==> src/rtl/multicycle_ctrl.sv <==
// Multicycle control FSM for the RV32I subset core (lw, sw, R-type, I-type ALU,
// jal, beq, bne). Sequences the shared-memory datapath one instruction at a
// time and stalls on the memory handshake in FETCH, MEMREAD and MEMWRITE.
module multicycle_ctrl (
    input  logic       clk,
    input  logic       rst_n,
    input  logic [6:0] op,
    input  logic [2:0] funct3,
    input  logic [6:0] funct7,
    input  logic       zero,
    input  logic       mem_ready,
    output logic       mem_req,
    output logic       PCWrite,
    output logic       AdrSrc,
    output logic       IRWrite,
    output logic       MemWrite,
    output logic       RegWrite,
    output logic [1:0] ResultSrc,
    output logic [1:0] ALUSrcA,
    output logic [1:0] ALUSrcB,
    output logic [1:0] ImmSrc,
    output logic [2:0] ALUControl,
    output logic       illegal,
    output logic [3:0] state
);

    typedef enum logic [3:0] {
        FETCH    = 4'd0,
        DECODE   = 4'd1,
        MEMADR   = 4'd2,
        MEMREAD  = 4'd3,
        MEMWB    = 4'd4,
        MEMWRITE = 4'd5,
        EXECUTER = 4'd6,
        EXECUTEI = 4'd7,
        ALUWB    = 4'd8,
        JAL      = 4'd9,
        BRANCH   = 4'd10
    } state_t;

    localparam logic [6:0] OP_LOAD   = 7'b0000011;
    localparam logic [6:0] OP_STORE  = 7'b0100011;
    localparam logic [6:0] OP_RTYPE  = 7'b0110011;
    localparam logic [6:0] OP_ITYPE  = 7'b0010011;
    localparam logic [6:0] OP_JAL    = 7'b1101111;
    localparam logic [6:0] OP_BRANCH = 7'b1100011;

    // ALU operation class chosen by the state; 10 defers to funct3/funct7
    localparam logic [1:0] ALUOP_ADD    = 2'b00;
    localparam logic [1:0] ALUOP_SUB    = 2'b01;
    localparam logic [1:0] ALUOP_DECODE = 2'b10;

    state_t     state_q;
    state_t     state_d;
    logic [1:0] alu_op;
    logic       mem_req_raw;
    logic       pc_write_raw;
    logic       ir_write_raw;
    logic       mem_write_raw;
    logic       reg_write_raw;
    logic       illegal_raw;

    // Only funct7[5] matters for this subset
    logic       unused_funct7_bits;
    assign unused_funct7_bits = ^{funct7[6], funct7[4:0]};

    // State register; reset aborts any instruction and returns to FETCH
    always_ff @(posedge clk or negedge rst_n) begin
        if (!rst_n) begin
            state_q <= FETCH;
        end else begin
            state_q <= state_d;
        end
    end

    // Next-state and Moore output decode; memory/branch strobes gated here
    always_comb begin
        state_d       = state_q;
        alu_op        = ALUOP_ADD;
        mem_req_raw   = 1'b0;
        pc_write_raw  = 1'b0;
        ir_write_raw  = 1'b0;
        mem_write_raw = 1'b0;
        reg_write_raw = 1'b0;
        illegal_raw   = 1'b0;
        AdrSrc        = 1'b0;
        ResultSrc     = 2'b00;
        ALUSrcA       = 2'b00;
        ALUSrcB       = 2'b00;

        case (state_q)
            FETCH: begin
                mem_req_raw  = 1'b1;
                ALUSrcB      = 2'b10;
                ResultSrc    = 2'b10;
                ir_write_raw = mem_ready;
                pc_write_raw = mem_ready;
                if (mem_ready) state_d = DECODE;
            end
            DECODE: begin
                ALUSrcA = 2'b01;
                ALUSrcB = 2'b01;
                case (op)
                    OP_LOAD, OP_STORE: state_d = MEMADR;
                    OP_RTYPE:          state_d = EXECUTER;
                    OP_ITYPE:          state_d = EXECUTEI;
                    OP_JAL:            state_d = JAL;
                    OP_BRANCH:         state_d = BRANCH;
                    default: begin
                        state_d     = FETCH;
                        illegal_raw = 1'b1;
                    end
                endcase
            end
            MEMADR: begin
                ALUSrcA = 2'b10;
                ALUSrcB = 2'b01;
                state_d = op[5] ? MEMWRITE : MEMREAD;
            end
            MEMREAD: begin
                AdrSrc      = 1'b1;
                mem_req_raw = 1'b1;
                if (mem_ready) state_d = MEMWB;
            end
            MEMWB: begin
                ResultSrc     = 2'b01;
                reg_write_raw = 1'b1;
                state_d       = FETCH;
            end
            MEMWRITE: begin
                AdrSrc        = 1'b1;
                mem_req_raw   = 1'b1;
                mem_write_raw = mem_ready;
                if (mem_ready) state_d = FETCH;
            end
            EXECUTER: begin
                ALUSrcA = 2'b10;
                alu_op  = ALUOP_DECODE;
                state_d = ALUWB;
            end
            EXECUTEI: begin
                ALUSrcA = 2'b10;
                ALUSrcB = 2'b01;
                alu_op  = ALUOP_DECODE;
                state_d = ALUWB;
            end
            ALUWB: begin
                reg_write_raw = 1'b1;
                state_d       = FETCH;
            end
            JAL: begin
                ALUSrcA      = 2'b01;
                ALUSrcB      = 2'b10;
                pc_write_raw = 1'b1;
                state_d      = ALUWB;
            end
            BRANCH: begin
                ALUSrcA = 2'b10;
                alu_op  = ALUOP_SUB;
                state_d = FETCH;
                case (funct3)
                    3'b000:  pc_write_raw = zero;
                    3'b001:  pc_write_raw = ~zero;
                    default: illegal_raw  = 1'b1;
                endcase
            end
            default: begin
                state_d     = FETCH;
                illegal_raw = 1'b1;
            end
        endcase
    end

    // ALU control from the operation class and instruction fields
    always_comb begin
        ALUControl = 3'b000;
        case (alu_op)
            ALUOP_SUB: ALUControl = 3'b001;
            ALUOP_DECODE: begin
                case (funct3)
                    3'b000:  ALUControl = (op[5] & funct7[5]) ? 3'b001 : 3'b000;
                    3'b010:  ALUControl = 3'b101;
                    3'b110:  ALUControl = 3'b011;
                    3'b111:  ALUControl = 3'b010;
                    default: ALUControl = 3'b000;
                endcase
            end
            default: ALUControl = 3'b000;
        endcase
    end

    // Immediate format follows the opcode in every state
    always_comb begin
        case (op)
            OP_STORE:  ImmSrc = 2'b01;
            OP_BRANCH: ImmSrc = 2'b10;
            OP_JAL:    ImmSrc = 2'b11;
            default:   ImmSrc = 2'b00;
        endcase
    end

    // Strobes are masked by rst_n so nothing is issued while reset is held
    assign mem_req  = rst_n & mem_req_raw;
    assign PCWrite  = rst_n & pc_write_raw;
    assign IRWrite  = rst_n & ir_write_raw;
    assign MemWrite = rst_n & mem_write_raw;
    assign RegWrite = rst_n & reg_write_raw;
    assign illegal  = rst_n & illegal_raw;
    assign state    = state_q;

endmodule

==> config.mk <==
export PLATFORM = sky130hd
export DESIGN_NAME = multicycle_ctrl
export DESIGN_NICKNAME = d
export VERILOG_FILES = /design/src/rtl/multicycle_ctrl.sv
export SDC_FILE = /design/constraint.sdc
export NUM_CORES = 1
export LEC_CHECK = 0
export ABC_AREA = 1
export BUFFER_PORTS_ARGS = -buffer_cell sky130_fd_sc_hd__buf_2
export CORE_ASPECT_RATIO = 0.9
export CORE_MARGIN = 3
export CORE_UTILIZATION = 39
export DETAILED_ROUTE_END_ITERATION = 12
export PLACE_DENSITY = 0.78
export SLEW_MARGIN = 30
export SYNTH_ARGS = -nofsm -noshare
export SYNTH_HDL_FRONTEND = slang
export SYNTH_SLANG_ARGS = --single-unit
==> constraint.sdc <==
create_clock -name clk -period 1.4 [get_ports clk]
set_input_delay 0.07 -clock clk [delete_from_list [all_inputs] [get_ports clk]]
set_output_delay 0.07 -clock clk [all_outputs]
set_load 0.02 [all_outputs]
==> qor.log, run 1 <==
INFO  drt            via_per_inst=6.64
INFO  grt            first_pass_grt_wire_length=5260um
INFO  grt            maximum_number_of_pins_on_one_net_before_global_route_repair=7
INFO  drt            ant_nets=0
INFO  synth          mappedNetlistNets=130
INFO  synth          post_synth_most_frequent_cells=29 x nand2_1, 20 x inv_1, 14 x nor2_1
INFO  cells_and_area layout.core_utilization=0.943
INFO  sta            finalSetupTns=-4.32ns
INFO  sta            fin_worst_skew=0.0259ns
INFO  hold_path      worstHoldEndpoint=state[1]
INFO  job            maxCapViolCount=0
INFO  clocking       cts_buffers=3
INFO  floorplan      initial_utilization=0.440
INFO  synth          synth.most_common_cell=nand2_1
INFO  synth          synthesis.area_per_instance=5.44squm
INFO  placement      pre_cts_slack=-0.103ns
INFO  synth          synthTopCellsByArea=nand2_1 19%, dfrtp_1 17%, inv_1 13%
INFO  floorplan      die_outline_area=1990squm
INFO  grt            grt_antenna_before_repair=0
INFO  cells_and_area fin_nets=195
INFO  hold_path      hold_path.class=primary input to register
INFO  hold_path      worstHoldPathCells=2
INFO  floorplan      die_height=42.6um
INFO  power_and_ir_drop fin_total_pwr=1.71mW
INFO  synth          ffs_latches_synth=4
INFO  cells_and_area largest_reg_flops=4
INFO  floorplan      core_region_area=1320squm
INFO  cells_and_area finish.cell_count_without_fillers=185
INFO  grt            first_global_vias=1061
INFO  setup_path     cp.arrival=1.74ns
INFO  clocking       root_buffer=clkbuf_4
INFO  synth          netlist_area=582squm
INFO  drt            drt-pass1-iter-count=9
INFO  setup_path     critical_path.reg2reg.endpoint=state[2]
INFO  drt            drc=0
INFO  sta            layout_setup_ws=-0.408ns
INFO  run_status     failed_checks=setup timing
INFO  synth          edff_count_synth=0
INFO  clocking       cts.clk_slew.worst_paths=0.03ns
INFO  setup_path     type_of_element_launching_the_critical_path=register
INFO  setup_path     reg2regPathDepth=10
INFO  placement      detailed_place_hpwl=1820um
INFO  sta            timing.slew.headroom=0.686
INFO  placement      placed_cells_incl_taps=167
INFO  floorplan      placementRows=12
INFO  setup_path     worst_r2r_startpoint=state[2]
INFO  cells_and_area share_of_layout_cells_above_drive_strength_1=0.626
INFO  setup_path     crit_type=register to primary output
INFO  power_and_ir_drop leakage=0.680nW
INFO  clocking       worst_skew_pair.late_latency=0.25ns
INFO  setup_path     crit_path_end_kind=primary output
INFO  power_and_ir_drop power_density=1370nW/um^2
INFO  drt            vias=1228
INFO  clocking       numClockSinks=4
INFO  clocking       tritoncts_clock_tree=built
INFO  setup_path     worst-r2r-setup-slack=-0.27ns
INFO  synth          post-synth-top-area-cell=nand2_1
INFO  power_and_ir_drop max-vdd-ir-drop=0.00140V
INFO  clocking       cts-htree-levels=1
INFO  sta            setup-violations-final=19
INFO  sta            final_period_minus_worst_setup_slack=1.81ns
INFO  hold_path      timing.hold.worst.start=op[5]
INFO  synth          yosys_warnings=0
INFO  synth          synthDistinctLibCells=22
INFO  sta            grt_setup_unrepaired=true
INFO  clocking       clk_path_buf_depth=2
INFO  sta            timing_worst_slew_pin_value=0.466ns
INFO  sta            timing.final.crit_share=1.29
INFO  floorplan      die_w=46.7um
INFO  cells_and_area areaGrowthSynthToFinish=114%
INFO  synth          yosysSeqAreaShare=0.172
INFO  cells_and_area insertedDiodeCount=0
INFO  sta            max_slew_violations=0
INFO  run_status     result_of_the_run=complete, but fails checks
INFO  placement      portBuffers=36
INFO  drt            routedWlPerCell=23.0um
INFO  grt            global_route.overflow_total=0
INFO  synth          area_share_of_the_leading_cell_type_in_the_synthesized_netlist=0.187
INFO  sta            timing_hold_violations_final=0
INFO  drt            drt_iter0_drc=132
INFO  drt            drt-total-wl=4250um
INFO  setup_path     worstPathMaxFanout=3
INFO  grt            grt_usage=0.378
INFO  synth          ys.flop_type=dfrtp_1
INFO  sta            clock.fmax=0.553GHz
INFO  synth          synthArstFlopShare=1.00
INFO  floorplan      io_pins=43
INFO  synth          number_of_instances_in_the_synthesized_netlist=107
INFO  setup_path     timing.critical_path.required=1.33ns
INFO  placement      finalWeightedCongestion=0.846
-- through the flow --
| step | cell area (sq um) | hold slack (ns) |
|---|---|---|
| after global routing | 1250 | 0.187 |
| after detailed placement | 932 | -0.116 |
| after floorplan | 659 | -0.226 |
| after CTS | 1110 | 0.124 |
| after global placement | 932 | -0.119 |
| final | 1250 | 0.187 |
-- final cells by class --
cell class	instances	area, sq um
timing repair buffer	60	428
inverter	24	95.1
sequential	4	104
tap	14	17.5
multi-input combinational	79	576
fill	45	75.1
clock buffer	4	26.3
-- worst max-delay path, stage by stage (launching register included) --
cell     delay (ns)
dfrtp_2        0.40
inv_1          0.12
nand2_1        0.17
nor2_4         0.16
inv_2          0.08
ha_4           0.25
nor4_4         0.15
buf_4          0.18
-- how the worst max path moves through the flow --
| stage | start | slack, ns | depth (start not counted) | end |
|---|---|---|---|---|
| floorplan | state[3] | -0.07 | 6 | ALUControl[1] |
| global placement | state[3] | -0.02 | 7 | ALUControl[1] |
| detailed placement | state[3] | -0.10 | 7 | ALUControl[1] |
| CTS | state[3] | -0.26 | 7 | ALUControl[1] |
| global route | state[0] | -0.45 | 7 | ALUControl[1] |
| finish | state[0] | -0.41 | 7 | ALUControl[1] |
-- placed cells by master (no fill, tap or decap), types with 2 or more instances in the layout --
master	count
buf_4	29
nand2_1	22
buf_2	22
inv_1	15
nor2_1	8
buf_6	8
inv_2	7
nor2_4	6
nand3_2	6
nand2_2	5
nand3_1	4
nor2_2	4
nand2_4	3
o21ai_1	3
clkbuf_4	3
dfrtp_2	3
inv_4	2
o21ai_0	2
nand4_1	2
-- power breakdown --
group / switching [mW] / total (mW) / internal [mW]
sequential: 0.0284 / 0.171 / 0.143
clock: 0.0635 / 0.171 / 0.108
combinational: 0.815 / 1.37 / 0.554
total: 0.907 / 1.71 / 0.804
-- routing by layer --
metal  GRT usage  share of wire  vias to the layer above
met5           0              0                        -
met4       0.265           0.12                        0
met3       0.124           0.13                       72
met2       0.591           0.43                      149
met1       0.411           0.32                      536
li1            -              -                      471
-- logic make-up (layout without fill, tap and decap cells) --
family,Yosys count,after routing,share of synthesized area
compound gates,12,12,0.123
xor+xnor,1,1,0.0151
fa+ha+maj,2,2,0.0430
buf+inv,24,88,0.155
flops,4,4,0.172
simple gates,64,64,0.492
-- what timing repair did --
item / 4_1_cts / 5_1_grt
endpoints found under the hold margin: 4 / 0
pin swaps: 3 / 5
hold buffers: 1 / 0
buffers inserted: 9 / 5
resized for setup: 22 / 30
endpoints found under the setup margin: 12 / 19
Power figures use the tool's default switching activity.
==> run 2, diff against run 1 <==
Settings changed: SKIP_CTS_REPAIR_TIMING set to 1.
==> qor.log, run 2 (same netlist as run 1, synthesis figures left out) <==
INFO  setup_path     worstPathMaxFanout=5 [+2]
INFO  sta            final_period_minus_worst_setup_slack=1.68ns [-0.132 ns]
INFO  power_and_ir_drop switching_share=0.545 [+0.0145]
INFO  floorplan      placementRows=12 [unchanged]
INFO  sta            layout_setup_ws=-0.275ns [+0.132 ns]
INFO  grt            maximum_number_of_pins_on_one_net_before_global_route_repair=7 [unchanged]
INFO  cells_and_area layout.filler_cells=94 [+110%]
INFO  setup_path     cell_by_cell_trace_of_the_critical_path=nor2_2 -> inv_2 -> nor2_4 -> nand3_1 -> a21oi_1 -> buf_2
INFO  clocking       cts-htree-levels=1 [unchanged]
INFO  sta            fin_worst_hold_slack=0.131ns [-0.0558 ns]
INFO  clocking       cts.clk_slew.worst_paths=0.04ns [about the same]
INFO  drt            via_per_inst=5.66 [-15%]
INFO  power_and_ir_drop gate_power_share=0.755 [-0.045]
INFO  run_status     failed_checks=setup timing
INFO  sta            timing.final.crit_share=1.20 [-0.0946]
INFO  setup_path     critical_path.startpoint=state[2]
INFO  power_and_ir_drop max-vdd-ir-drop=0.00104V [-26%]
INFO  sta            clock.fmax=0.597GHz [+7.9%]
INFO  clocking       root_buffer=clkbuf_4
INFO  floorplan      io_pins=43 [unchanged]
INFO  clocking       clk_path_buf_depth=2 [unchanged]
INFO  grt            grt_antenna_before_repair=0 [unchanged]
INFO  drt            drt_iter0_drc=46 [-65%]
INFO  cells_and_area finish.cell_count_without_fillers=175 [-5.4%]
INFO  setup_path     crit_type=register to primary output
INFO  power_and_ir_drop power_density=1220nW/um^2 [-11%]
INFO  power_and_ir_drop switchingPower=710uW [-22%]
INFO  grt            grt_usage=0.226 [-0.152]
INFO  cells_and_area areaGrowthSynthToFinish=83.0%
INFO  placement      post_dp_cell_area=932squm [unchanged]
INFO  sta            timing.slew.headroom=0.742 [+0.0557]
INFO  power_and_ir_drop leakage=0.598nW [-12%]
INFO  power_and_ir_drop sequentialPowerShare=0.125 [+0.025]
INFO  setup_path     timing.critical_path.required=1.33ns [about the same]
INFO  clocking       tritoncts_clock_tree=built
INFO  setup_path     cp.arrival=1.61ns [-0.13 ns]
INFO  drt            vias=990 [-19%]
INFO  clocking       numClockSinks=4 [unchanged]
INFO  sta            setup-violations-final=15 [-4]
INFO  drt            drt-pass1-iter-count=4 [-5]
INFO  grt            global_route.overflow_total=0 [unchanged]
INFO  power_and_ir_drop cellInternalPower=594uW [-26%]
INFO  sta            timing_worst_slew_pin_value=0.387ns [-0.0791 ns]
INFO  cells_and_area layout.core_utilization=0.806 [-0.137]
INFO  setup_path     reg2regPathDepth=7 [-3]
INFO  cells_and_area largest_reg_flops=4 [unchanged]
INFO  clocking       worst_skew_pair.late_latency=0.24ns [about the same]
INFO  setup_path     critical_path.reg2reg.endpoint=state[2]
INFO  grt            first_global_vias=809 [-24%]
INFO  setup_path     timing.critical_path.slowest_cell_delay=0.45ns [+0.05 ns]
INFO  drt            routedWlPerCell=16.4um [-29%]
INFO  floorplan      die_height=42.6um [unchanged]
INFO  placement      placed_cells_incl_taps=167 [unchanged]
INFO  placement      portBuffers=36 [unchanged]
INFO  power_and_ir_drop fin_total_pwr=1.30mW [-24%]
INFO  drt            drc=0 [unchanged]
INFO  floorplan      die_outline_area=1990squm [unchanged]
INFO  setup_path     crit_path_end_kind=primary output
INFO  cells_and_area insertedDiodeCount=0 [unchanged]
INFO  drt            ant_nets=0 [unchanged]
INFO  sta            max_slew_violations=0 [unchanged]
INFO  sta            finalSetupTns=-2.43ns [+1.89 ns]
INFO  run_status     result_of_the_run=complete, but fails checks
INFO  placement      detailed_place_hpwl=1820um [unchanged]
INFO  floorplan      core_region_area=1320squm [unchanged]
INFO  hold_path      hold_path.class=primary input to register
INFO  job            maxCapViolCount=0 [unchanged]
INFO  clocking       cts_buffers=3 [unchanged]
INFO  power_and_ir_drop pwr-share-clk=0.120 [+0.020]
INFO  setup_path     endpoint=illegal
INFO  sta            fin_worst_skew=0.0107ns [-0.0152 ns]
INFO  grt            first_pass_grt_wire_length=3240um [-38%]
INFO  drt            drt-total-wl=2870um [-32%]
INFO  sta            grt_setup_unrepaired=true
INFO  setup_path     cp_slowest_cell=dfrtp_2
INFO  cells_and_area share_of_layout_cells_above_drive_strength_1=0.509 [-0.116]
INFO  setup_path     type_of_element_launching_the_critical_path=register
INFO  cells_and_area final_instance_area=1060squm [-15%]
INFO  placement      finalWeightedCongestion=0.846 [unchanged]
INFO  setup_path     worst_r2r_startpoint=state[2]
INFO  floorplan      initial_utilization=0.440 [unchanged]
INFO  cells_and_area leading_cell_type_in_the_layout_fill_and_taps_excluded=buf_2
INFO  placement      pre_cts_slack=-0.103ns [unchanged]
INFO  cells_and_area most-common-layout-cells=30 x buf_2, 26 x nand2_1, 17 x inv_1, 17 x buf_4
INFO  cells_and_area fin_nets=185 [-5.1%]
INFO  setup_path     worst-r2r-setup-slack=-0.02ns [+0.25 ns]
INFO  sta            timing_hold_violations_final=0 [unchanged]
INFO  floorplan      die_w=46.7um [unchanged]
[run 2: final cells by class]
| cell class | count | area (sq um) | share of cell area |
|---|---|---|---|
| Multi-Input combinational cell | 79 | 514 | 0.483 |
| Timing Repair Buffer | 50 | 310 | 0.291 |
| Sequential cell | 4 | 104 | 0.0975 |
| Inverter | 24 | 92.6 | 0.0870 |
| Clock buffer | 4 | 26.3 | 0.0247 |
| Tap cell | 14 | 17.5 | 0.0165 |
[run 2: worst min path at each step]
stage,start,endpoint,cells after the start
3_3_place_gp,rst_n,state[1],1
5_1_grt,mem_ready,state[0],4
3_5_place_dp,rst_n,state[1],1
6_report,mem_ready,state[0],4
4_1_cts,rst_n,state[2],1
2_1_floorplan,rst_n,state[0],0
[run 2: critical path, delay by kind of cell, from the launching register on]
family	cells	cell delay [ns]
AOI/OAI and AO/OA	1	0.17
DFF	1	0.45
and+or+nand+nor	3	0.46
buffers and inverters	2	0.29
[run 2: per-layer routing]
layer  global-route usage  wire length, um
met1                0.248              973
met2                0.407             1570
met3               0.0300              178
met4                0.105              146
met5                    0                0
[run 2: power by group through the flow]
| stage | combinational, mW | sequential (mW) | clock, mW |
|---|---|---|---|
| after global routing | 1.03 | 0.166 | 0.170 |
| final | 0.984 | 0.164 | 0.156 |
| after CTS | 0.827 | 0.162 | 0.164 |
| after floorplan | 0.490 | 0.203 | 0 |
| after global placement | 0.806 | 0.162 | 0 |
| after detailed placement | 0.824 | 0.163 | 0 |
